`src/rtl/fetch_pkg.sv`:
```
// Shared types and constants for the instruction fetch unit and its buffer.
package fetch_pkg;

    localparam int INSTR_W = 16;
    localparam int ADDR_W  = 16;

    // Byte distance between consecutive 16-bit instruction words.
    localparam logic [ADDR_W-1:0] PC_STEP = 16'd2;

    typedef enum logic {
        RUN    = 1'b0,
        HALTED = 1'b1
    } fetch_state_t;

    // One buffered instruction together with the address it came from.
    typedef struct packed {
        logic [INSTR_W-1:0] instr;
        logic [ADDR_W-1:0]  pc;
    } fetch_entry_t;

    // Instructions are halfword aligned; a redirect target is forced even.
    function automatic logic [ADDR_W-1:0] align_pc(input logic [ADDR_W-1:0] pc);
        return pc & 16'hFFFE;
    endfunction

    // Sequential fetch address; wraps modulo 2^16 with no overflow flag.
    function automatic logic [ADDR_W-1:0] next_pc(input logic [ADDR_W-1:0] pc);
        return pc + PC_STEP;
    endfunction

endpackage

```
`src/rtl/fetch_fifo.sv`:
```
// In-order instruction buffer: DEPTH-entry synchronous FIFO with flush.
// Flush beats push; a pop in the flush cycle is accepted and has no
// further effect because every entry is discarded anyway.
module fetch_fifo
    import fetch_pkg::*;
#(
    parameter int DEPTH = 2
) (
    input  logic         clk,
    input  logic         rst_n,
    input  logic         flush,
    input  logic         push,
    input  fetch_entry_t push_entry,
    input  logic         pop,
    output fetch_entry_t head_entry,
    output logic         not_empty,
    output logic         full
);

    localparam int              PTR_W      = $clog2(DEPTH);
    localparam logic [PTR_W:0]  FULL_COUNT = (PTR_W+1)'(DEPTH);

    fetch_entry_t     mem [DEPTH];
    logic [PTR_W-1:0] wr_ptr;
    logic [PTR_W-1:0] rd_ptr;
    logic [PTR_W:0]   count;
    logic [PTR_W:0]   count_next;
    logic             do_push;
    logic             do_pop;

    // A full buffer may still accept a push when the head leaves this cycle.
    assign do_pop     = pop & not_empty;
    assign do_push    = push & (~full | do_pop);
    assign full       = (count == FULL_COUNT);
    assign head_entry = mem[rd_ptr];

    // Next occupancy from flush, push and pop.
    always_comb begin
        // NOTE: default first so every path assigns count_next and no latch is inferred.
        count_next = count;
        if (flush) begin
            count_next = '0;
        end else begin
            case ({do_push, do_pop})
                2'b10:   count_next = count + 1'b1;
                2'b01:   count_next = count - 1'b1;
                default: count_next = count;
            endcase
        end
    end

    // Entry storage, written at the tail.
    always_ff @(posedge clk or negedge rst_n) begin
        if (!rst_n) begin
            // NOTE: storage is reset because the head is visible on instr and must read zero out of reset.
            for (int i = 0; i < DEPTH; i++) begin
                mem[i] <= '0;
            end
        end else if (!flush && do_push) begin
            mem[wr_ptr] <= push_entry;
        end
    end

    // Pointers, occupancy and the registered not-empty flag.
    always_ff @(posedge clk or negedge rst_n) begin
        if (!rst_n) begin
            // NOTE: non-blocking assignments so all state samples pre-edge values.
            wr_ptr    <= '0;
            rd_ptr    <= '0;
            count     <= '0;
            not_empty <= 1'b0;
        end else begin
            count     <= count_next;
            not_empty <= (count_next != '0);
            if (flush) begin
                wr_ptr <= '0;
                rd_ptr <= '0;
            end else begin
                // DEPTH is a power of two, so pointers wrap naturally.
                if (do_push) wr_ptr <= wr_ptr + 1'b1;
                if (do_pop)  rd_ptr <= rd_ptr + 1'b1;
            end
        end
    end

endmodule

```
`src/rtl/instr_fetch_unit.sv`:
```
// Instruction fetch unit: owns the PC, drives the instruction memory
// address, buffers returned words and hands them to decode over
// valid/ready. Supports branch redirects and a sticky halt.
module instr_fetch_unit
    import fetch_pkg::*;
#(
    parameter logic [15:0] RESET_PC  = 16'h0000,
    parameter int          BUF_DEPTH = 2
) (
    input  logic        clk,
    input  logic        rst_n,
    output logic [15:0] im_addr,
    input  logic [15:0] im_data,
    input  logic        redirect_valid,
    input  logic [15:0] redirect_pc,
    input  logic        halt_req,
    output logic        instr_valid,
    input  logic        instr_ready,
    output logic [15:0] instr,
    output logic [15:0] instr_pc,
    output logic        halted
);

    fetch_state_t      state;
    logic [ADDR_W-1:0] fetch_pc;
    logic              buf_full;
    logic              do_pop;
    logic              do_push;
    fetch_entry_t      push_entry;
    fetch_entry_t      head_entry;

    // The memory sees the PC register directly; data returns in the same cycle.
    assign im_addr    = fetch_pc;
    assign push_entry = '{instr: im_data, pc: fetch_pc};

    // Decode takes the head when both sides agree.
    assign do_pop = instr_valid & instr_ready;

    // A redirect discards the word fetched at the old address this cycle.
    assign do_push = (state == RUN) & ~redirect_valid & (~buf_full | do_pop);

    assign instr    = head_entry.instr;
    assign instr_pc = head_entry.pc;

    // Program counter: redirect target, else advance on every accepted fetch.
    always_ff @(posedge clk or negedge rst_n) begin
        if (!rst_n) begin
            fetch_pc <= RESET_PC;
        end else if (redirect_valid) begin
            fetch_pc <= align_pc(redirect_pc);
        end else if (do_push) begin
            fetch_pc <= next_pc(fetch_pc);
        end
    end

    // Run/halt FSM with registered halted flag; redirect always resumes fetching.
    always_ff @(posedge clk or negedge rst_n) begin
        if (!rst_n) begin
            state  <= RUN;
            halted <= 1'b0;
        end else begin
            case (state)
                RUN: begin
                    if (halt_req && !redirect_valid) begin
                        state  <= HALTED;
                        halted <= 1'b1;
                    end
                end
                HALTED: begin
                    if (redirect_valid) begin
                        state  <= RUN;
                        halted <= 1'b0;
                    end
                end
                default: begin
                    state  <= RUN;
                    halted <= 1'b0;
                end
            endcase
        end
    end

    // In-order buffer between memory and decode; redirect flushes it.
    fetch_fifo #(
        .DEPTH (BUF_DEPTH)
    ) u_fetch_fifo (
        .clk        (clk),
        .rst_n      (rst_n),
        .flush      (redirect_valid),
        .push       (do_push),
        .push_entry (push_entry),
        .pop        (do_pop),
        .head_entry (head_entry),
        .not_empty  (instr_valid),
        .full       (buf_full)
    );

endmodule

```
`config.mk`:
```
export PLATFORM = sky130hd
export DESIGN_NAME = instr_fetch_unit
export DESIGN_NICKNAME = d
export VERILOG_FILES = /design/src/rtl/fetch_pkg.sv /design/src/rtl/fetch_fifo.sv /design/src/rtl/instr_fetch_unit.sv
export SDC_FILE = /design/constraint.sdc
export NUM_CORES = 1
export LEC_CHECK = 0
export ABC_CLOCK_PERIOD_IN_PS = 2100
export CORE_ASPECT_RATIO = 1.4
export CORE_UTILIZATION = 35
export DETAILED_ROUTE_END_ITERATION = 8
export PLACE_DENSITY = 0.68
export SKIP_CTS_REPAIR_TIMING = 1
export SLEW_MARGIN = 20
export SYNTH_ARGS = -nofsm -noshare
export SYNTH_HDL_FRONTEND = slang
export SYNTH_SLANG_ARGS = --single-unit
```
`constraint.sdc`:
```
create_clock -name clk -period 2.1 [get_ports clk]
set_input_delay 0.21 -clock clk [delete_from_list [all_inputs] [get_ports clk]]
set_output_delay 0.21 -clock clk [all_outputs]
set_load 0.005 [all_outputs]
```
==> results of run 1 <==
## flip-flops by register name (all words and copies together), names as in the netlist
| register | count |
|---|---|
| u_fetch_fifo.wr_ptr | 1 |
| u_fetch_fifo.not_empty | 1 |
| u_fetch_fifo.count | 2 |
| im_addr | 15 |
| halted | 1 |
| u_fetch_fifo.mem | 62 |
| u_fetch_fifo.rd_ptr | 1 |
| state | 1 |
## cell type report
cell class / count / share of cell area
flip-flops and latches: 84 / 0.386
multi-input cells: 194 / 0.340
repair buffers: 101 / 0.191
clock buffers: 12 / 0.0435
well taps: 144 / 0.0331
clock inverters: 3 / 0.00276
inverters: 4 / 0.00276
## cells in the final DEF (no fill, tap or decap), drive strengths merged, types with 4 or more instances in the layout
cell,n
mux2,93
dfrtp,84
clkdlybuf4s50,82
buf,18
nand2,14
clkbuf,12
o21ai,10
nor2,9
xnor2,8
nand3,8
nand4,5
inv,4
## per-layer routing
layer  up-vias  share of wire
met3        11          0.044
li1       1272              -
met5         -              0
met2        60           0.52
met1      1328           0.42
met4         0          0.017
## power breakdown
| group | switching [mW] | internal (mW) |
|---|---|---|
| clock | 0.580 | 0.789 |
| combinational | 0.846 | 1.83 |
| sequential | 0.388 | 2.26 |
## logic make-up after synthesis
logic type,count (synthesis),share of synthesized area
buf+inv,25,0.0343
flops,84,0.515
fa+ha+maj,2,0.00613
mux,94,0.287
simple gates,54,0.0760
xor+xnor,10,0.0215
other cells,1,0.000919
compound gates,32,0.0595
## worst register-to-register path, delay by kind of cell, from the launching register on
family	cells	cell delay, ps
AO/OA/AOI/OAI	2	370
AND/OR/NAND/NOR	3	670
flip-flops	1	410
adder cells (fa/ha/maj)	1	330
## final timing paths
path	from	end	slack (ps)	cells past startpoint
worst max-delay path	u_fetch_fifo.rd_ptr$_DFFE_PN0P_	instr_pc[10]	130	3
worst min-delay path	rst_n	u_fetch_fifo.mem[57]$_DFFE_PN0P_	330	2
worst max register to register	u_fetch_fifo.count[1]$_DFF_PN0_	u_fetch_fifo.not_empty$_DFF_PN0_	240	6
worst min register to register	u_fetch_fifo.mem[42]$_DFFE_PN0P_	u_fetch_fifo.mem[42]$_DFFE_PN0P_	480	1
max in group asynchronous	rst_n	im_addr[2]$_DFFE_PN0N_	1170	3
min in group clk	redirect_pc[8]	im_addr[8]$_DFFE_PN0N_	440	3
==> metrics.md, run 1 <==
| Metric | Value |
|---|---|
| Status | `finished, final reports clean` |
| Tot Pwr | `6.70 mW` |
| CTS Buf Count | `9` |
| CTS max path bufs | `2` |
| Most numerous cell in the Yosys netlist | `dfrtp_1` |
| Inst Count DP | `526` |
| Initial core utilization | `0.360` |
| Clock H-tree levels | `3` |
| M2 GR Usage | `0.275` |
| Max FO, Critical Path | `32` |
| Final instance count without filler cells | `542` |
| Pwr per Cell Area | `1230 nW/um^2` |
| Routed length per instance | `16.6 um` |
| Skew final | `5.97 ps` |
| Via count | `2,671` |
| # IOs | `87` |
| Largest net degree at the start of global routing | `40` |
| Crit path max-delay family | `buffers and inverters` |
| Max-slew violation count | `0` |
| Post-synth EDFFs | `0` |
| Area after DPL | `5180 um^2` |
| First-pass GRT wire length | `14,600 um` |
| Avg Inst Size Synth | `13.5 um^2` |
| Leak pwr | `2.25 nW` |
| Final TNS setup | `0 ps` |
| Data arrival, critical path | `1760 ps` |
| Final wirelength | `9020 um` |
| Share of layout cells above drive strength 1 | `0.279` |
| Grt total ovfl | `0` |
| Final Core Density | `0.480` |
| GR Layer Usage met1 | `0.191` |
| Vias/cell | `4.93` |
| Final Hold Viols | `0` |
| # diodes | `0` |
| Antenna-violating nets left | `0` |
| Mapped Area | `4080 um^2` |
| Die Y | `130 um` |
| Critical path launch point type | `flop` |
| DIE AREA | `12,100 um^2` |
| Fillers | `1,020` |
| Number of global-route vias before repair | `2,870` |
| Critical setup path kind | `flop to output pin` |
| Area grow syn2layout | `33.3%` |
| Final non-filler cell area | `5440 um^2` |
| GRT Overall Usage | `0.159` |
| Crit path buffers/inverters | `2` |
| Die width | `93.3 um` |
| Synth unique cells | `51` |
| Max incr delay on CP | `450 ps` |
| Slowest-stage cell, CP | `clkdlybuf4s50_1` |
| Most Crowded Layer GR | `met2` |
| Final nets | `433` |
| Core area | `11,300 um^2` |
| #FFs+latches synth | `84` |
| Synth cell count leaders | `dfrtp_1, mux2_2, mux2_4` |
| Period utilization | `0.938` |
| Main area contributors after synthesis | `dfrtp_1, mux2_2, mux2_4` |
| Crit-path cells | `buf_12 > mux2_2 > clkdlybuf4s50_1` |
| Global placer's final weighted congestion | `0.816` |
| Drt drc | `0` |
| Post-synth ARST share | `1.00` |
| Initial antenna violation count | `0` |
| Synthesis warning total | `0` |
| Worst-margin pin slew | `609 ps` |
| CTS root buffer | `clkbuf_16` |
| Nature of the critical path endpoint | `output pin` |
| Finish-stage setup viols | `0` |
| Multi-input gate area | `1850 um^2` |
| Seq/Total Area, Yosys | `0.515` |
| Max Cap Viol | `0` |
| Main synth FF type | `dfrtp_1` |
| GRT met3 Usage | `0.0373` |
| CTS tree | `yes` |
| Crit path time final | `1970 ps` |
| Initial DRC count | `90` |
| Site Rows | `46` |
| Final worst setup slack | `131 ps` |
| Worst vdd ir | `0.000407 V` |
| RSZ-0062 raised after global routing | `no` |
| Hold crit path type | `input pin to asynchronous set/reset pin` |
| Pre-CTS setup slack | `26.3 ps` |
| Synth top area share | `0.515` |
| Worst skew pair latency | `330 ps` |
| Synth area leader | `dfrtp_1` |
| Port Buffers | `83` |
| Detail Placement HPWL | `6360 um` |
| Max transition margin | `0.593` |
| CTS sink cnt | `84` |
| WP data required | `1890 ps` |
| Reg clk slew, reported paths | `60 ps` |
| Seq. cell area | `2100 um^2` |
| Drt first pass iters | `4` |
| Post-Synthesis Cells | `302` |
| Fmax | `508 MHz` |
| Min Hold Slack | `335 ps` |
Power figures use the tool's default switching activity.
==> inputs of run 2 (changes only) <==
Settings changed: SKIP_LAST_GASP set to 1.
==> results of run 2 <==
The final DEF is identical to that of run 1; final timing and power are the same.
==> inputs of run 3 (changes only) <==
Settings changed: CORE_MARGIN set to 2, PLACE_DENSITY 0.68 to 0.67, SYNTH_HIERARCHICAL set to 1.
==> run 3 against run 2 <==
Compared with the run above:
- combinational power shrank 25%
- total power shrank 9.2%
- non-clock buffer count grew 28
- count of clock-buffer cells in the layout shrank 2
- die area grew 4.2%
- sequential share of layout area shrank 1.6 points
- sequential cell count grew 2
- setup slack lost 93 ps
- final area grew 6.8%
- area after synthesis grew 0.49%
- critical path type is now flop to flop
- critical endpoint is now u_fetch_fifo/mem[50]$_DFFE_PN0P_
- largest power group is now registers
- highest routed layer unchanged
==> metrics.md, run 3 <==
| Metric | Value |
|---|---|
| Most numerous cell in the Yosys netlist | `dfrtp_1 (unchanged)` |
| Synth area leader | `dfrtp_1 (unchanged)` |
| Fmax | `485 MHz (was 508 MHz)` |
| # IOs | `87 (unchanged)` |
| Drt drc | `0 (unchanged)` |
| Final TNS setup | `0 ps (unchanged)` |
| Grt total ovfl | `0 (unchanged)` |
| Inst Count DP | `559 (was 526)` |
| GRT Overall Usage | `0.162 (was 0.159)` |
| FF-to-FF End | `u_fetch_fifo/mem[50]$_DFFE_PN0P_ (was u_fetch_fifo.not_empty$_DFF_PN0_)` |
| Worst-margin pin slew | `632 ps (was 609 ps)` |
| Avg Inst Size Synth | `13.4 um^2 (was 13.5 um^2)` |
| Initial core utilization | `0.360 (about the same)` |
| Antenna-violating nets left | `0 (unchanged)` |
| Slowest-stage cell, CP | `a2111o_2 (was clkdlybuf4s50_1)` |
| Leak pwr | `2.54 nW (was 2.25 nW)` |
| WP data required | `2320 ps (was 1890 ps)` |
| Seq/Total Area, Yosys | `0.525 (was 0.515)` |
| Die Y | `132 um (was 130 um)` |
| Skew final | `7.12 ps (was 5.97 ps)` |
| CTS Buf Count | `9 (unchanged)` |
| Largest Register | `u_fetch_fifo/mem (was u_fetch_fifo.mem)` |
| Die width | `95.5 um (was 93.3 um)` |
| Critical Path Most Common Cell | `inv_2` |
| Critical path launch point type | `flop (unchanged)` |
| Synth unique cells | `50 (was 51)` |
| Site Rows | `46 (unchanged)` |
| Pwr per Cell Area | `1050 nW/um^2 (was 1230 nW/um^2)` |
| RSZ-0062 raised after global routing | `yes (was no)` |
| Worst skew pair latency | `330 ps (about the same)` |
| Synth cell count leaders | `dfrtp_1, mux2_2, mux2_4 (unchanged)` |
| Mapped Area | `4100 um^2 (was 4080 um^2)` |
| Port Buffers | `84 (was 83)` |
| Number of global-route vias before repair | `3,109 (was 2,870)` |
| Hold crit path type | `input pin to flop (was input pin to asynchronous set/reset pin)` |
| FF-to-FF path depth | `8 (was 6)` |
| Critical setup path kind | `flop to flop (was flop to output pin)` |
| Area grow syn2layout | `41.6% (was 33.3%)` |
| Drt first pass iters | `6 (was 4)` |
| Worst vdd ir | `0.000541 V (was 0.000407 V)` |
| DIE AREA | `12,600 um^2 (was 12,100 um^2)` |
| WHS Endpoint | `im_addr[6]$_DFFE_PN0P_` |
| Tot Pwr | `6.08 mW (was 6.70 mW)` |
| Clock H-tree levels | `3 (unchanged)` |
| Final Core Density | `0.510 (was 0.480)` |
| Finish-stage setup viols | `0 (unchanged)` |
| Post-synth ARST share | `1.00 (unchanged)` |
| Final nets | `472 (was 433)` |
| Crit-path cells | `nor2b_4 > a21bo_4 > nand3_2 > inv_2 > inv_2 > a2111o_2 > clkbuf_16 > mux2_4 (was buf_12 > mux2_2 > clkdlybuf4s50_1)` |
| First-pass GRT wire length | `15,600 um (was 14,600 um)` |
| Share of layout cells above drive strength 1 | `0.375 (was 0.279)` |
| #FFs+latches synth | `86 (was 84)` |
| CTS sink cnt | `86 (was 84)` |
| Data arrival, critical path | `2280 ps (was 1760 ps)` |
| Nature of the critical path endpoint | `flop (was output pin)` |
| Max-slew violation count | `0 (unchanged)` |
| Crit path time final | `2060 ps (was 1970 ps)` |
| Initial DRC count | `103 (was 90)` |
| Status | `finished, final reports clean (unchanged)` |
| Final instance count without filler cells | `581 (was 542)` |
| Period utilization | `0.982 (was 0.938)` |
| Final Hold Viols | `0 (unchanged)` |
| # diodes | `0 (unchanged)` |
| HP Start | `redirect_pc[6]` |
| Reg clk slew, reported paths | `60 ps (about the same)` |
| Synthesis warning total | `6 (was 0)` |
| Hold Path Stages | `3` |
| Main synth FF type | `dfrtp_1 (unchanged)` |
| R2R Setup Slk | `40 ps (was 240 ps)` |
| Synth top area share | `0.525 (was 0.515)` |
| CTS max path bufs | `2 (unchanged)` |
| Max reg flops | `64 (was 62)` |
| Largest net degree at the start of global routing | `48 (was 40)` |
| Min Hold Slack | `422 ps (was 335 ps)` |
| Core area | `11,400 um^2 (was 11,300 um^2)` |
| Worst flop-to-flop path startpoint | `u_fetch_fifo/count[1]$_DFF_PN0_ (was u_fetch_fifo.count[1]$_DFF_PN0_)` |
| Max Cap Viol | `0 (unchanged)` |
| Most frequent cells in the layout | `dfrtp_1, clkdlybuf4s50_1, mux2_2, buf_4, mux2_4 (was dfrtp_1, clkdlybuf4s50_1, mux2_2, mux2_4, mux2_1)` |
| Post-synth EDFFs | `0 (unchanged)` |
| Detail Placement HPWL | `6900 um (was 6360 um)` |
| Via count | `2,933 (was 2,671)` |
| Global placer's final weighted congestion | `0.782 (was 0.816)` |
| Final wirelength | `9910 um (was 9020 um)` |
| Initial antenna violation count | `0 (unchanged)` |
| Max transition margin | `0.579 (was 0.593)` |
| CTS tree | `yes (unchanged)` |
| Main area contributors after synthesis | `dfrtp_1, mux2_2, mux2_4 (unchanged)` |
| Vias/cell | `5.05 (was 4.93)` |
| Post-Synthesis Cells | `306 (was 302)` |
| Max incr delay on CP | `520 ps (was 450 ps)` |
| Max FO, Critical Path | `9 (was 32)` |
| Routed length per instance | `17.1 um (was 16.6 um)` |
| Most common cell after layout, fill and taps aside | `dfrtp_1 (unchanged)` |
| CTS root buffer | `clkbuf_16 (unchanged)` |
==> run 3: per-layer routing <==
metal | track usage | up-vias | routed length (um)
met4 | 0.0738 | 0 | 306
li1 | - | 1360 | -
met5 | 0 | - | 0
met1 | 0.196 | 1495 | 4230
met2 | 0.273 | 62 | 5070
met3 | 0.0320 | 16 | 304
==> run 3: logic make-up after synthesis <==
kind of cell,Yosys count,synth area share
multiplexers,97,0.293
flip-flops,86,0.525
XOR/XNOR,7,0.0149
other,1,0.000914
AO/OA/AOI/OAI,32,0.0546
adder cells (fa/ha/maj),2,0.00610
AND/OR/NAND/NOR,60,0.0793
buffers and inverters,21,0.0268
==> run 3: per-stage QoR <==
stage	cell area, um^2	setup WS [ps]
final	5810	38.7
after global routing	5810	-20.0
after CTS	5700	0.768
after detailed placement	5410	-132
after global placement	5410	-114
after floorplan	4130	8.39
==> run 3: final cells by class <==
| cell class | instances | area, um^2 |
|---|---|---|
| clock buffers | 10 | 239 |
| clock inverters | 5 | 50.0 |
| fillers | 980 | 5590 |
| flip-flops and latches | 86 | 2150 |
| multi-input cells | 201 | 1890 |
| well taps | 144 | 180 |
| repair buffers | 129 | 1280 |
| inverters | 6 | 22.5 |
==> run 3: critical path: cells and delay by family (launching register included) <==
| kind | cells | cell delay [ps] |
|---|---|---|
| muxes | 1 | 300 |
| AOI/OAI and AO/OA | 2 | 700 |
| and+or+nand+nor | 2 | 220 |
| buffers and inverters | 3 | 350 |
| DFF | 1 | 370 |
==> run 3: worst max-delay path by stage <==
stage                                          from                               end  slack (ps)
finish              u_fetch_fifo/count[1]$_DFF_PN0_  u_fetch_fifo/mem[50]$_DFFE_PN0P_          40
global route        u_fetch_fifo/count[1]$_DFF_PN0_  u_fetch_fifo/mem[41]$_DFFE_PN0P_         -20
CTS                 u_fetch_fifo/count[1]$_DFF_PN0_   u_fetch_fifo/count[1]$_DFF_PN0_         0.8
detailed placement                   redirect_valid           im_addr[12]$_DFFE_PN0P_        -130
global placement                     redirect_valid           im_addr[12]$_DFFE_PN0P_        -110
floorplan           u_fetch_fifo/count[1]$_DFF_PN0_  u_fetch_fifo/mem[33]$_DFFE_PN0P_           8
==> run 3: power breakdown <==
part           leakage, nW  internal, mW  switching [mW]
Sequential            1.04          2.23           0.301
Combinational         1.35          1.38           0.611
Clock                0.148         0.938           0.622
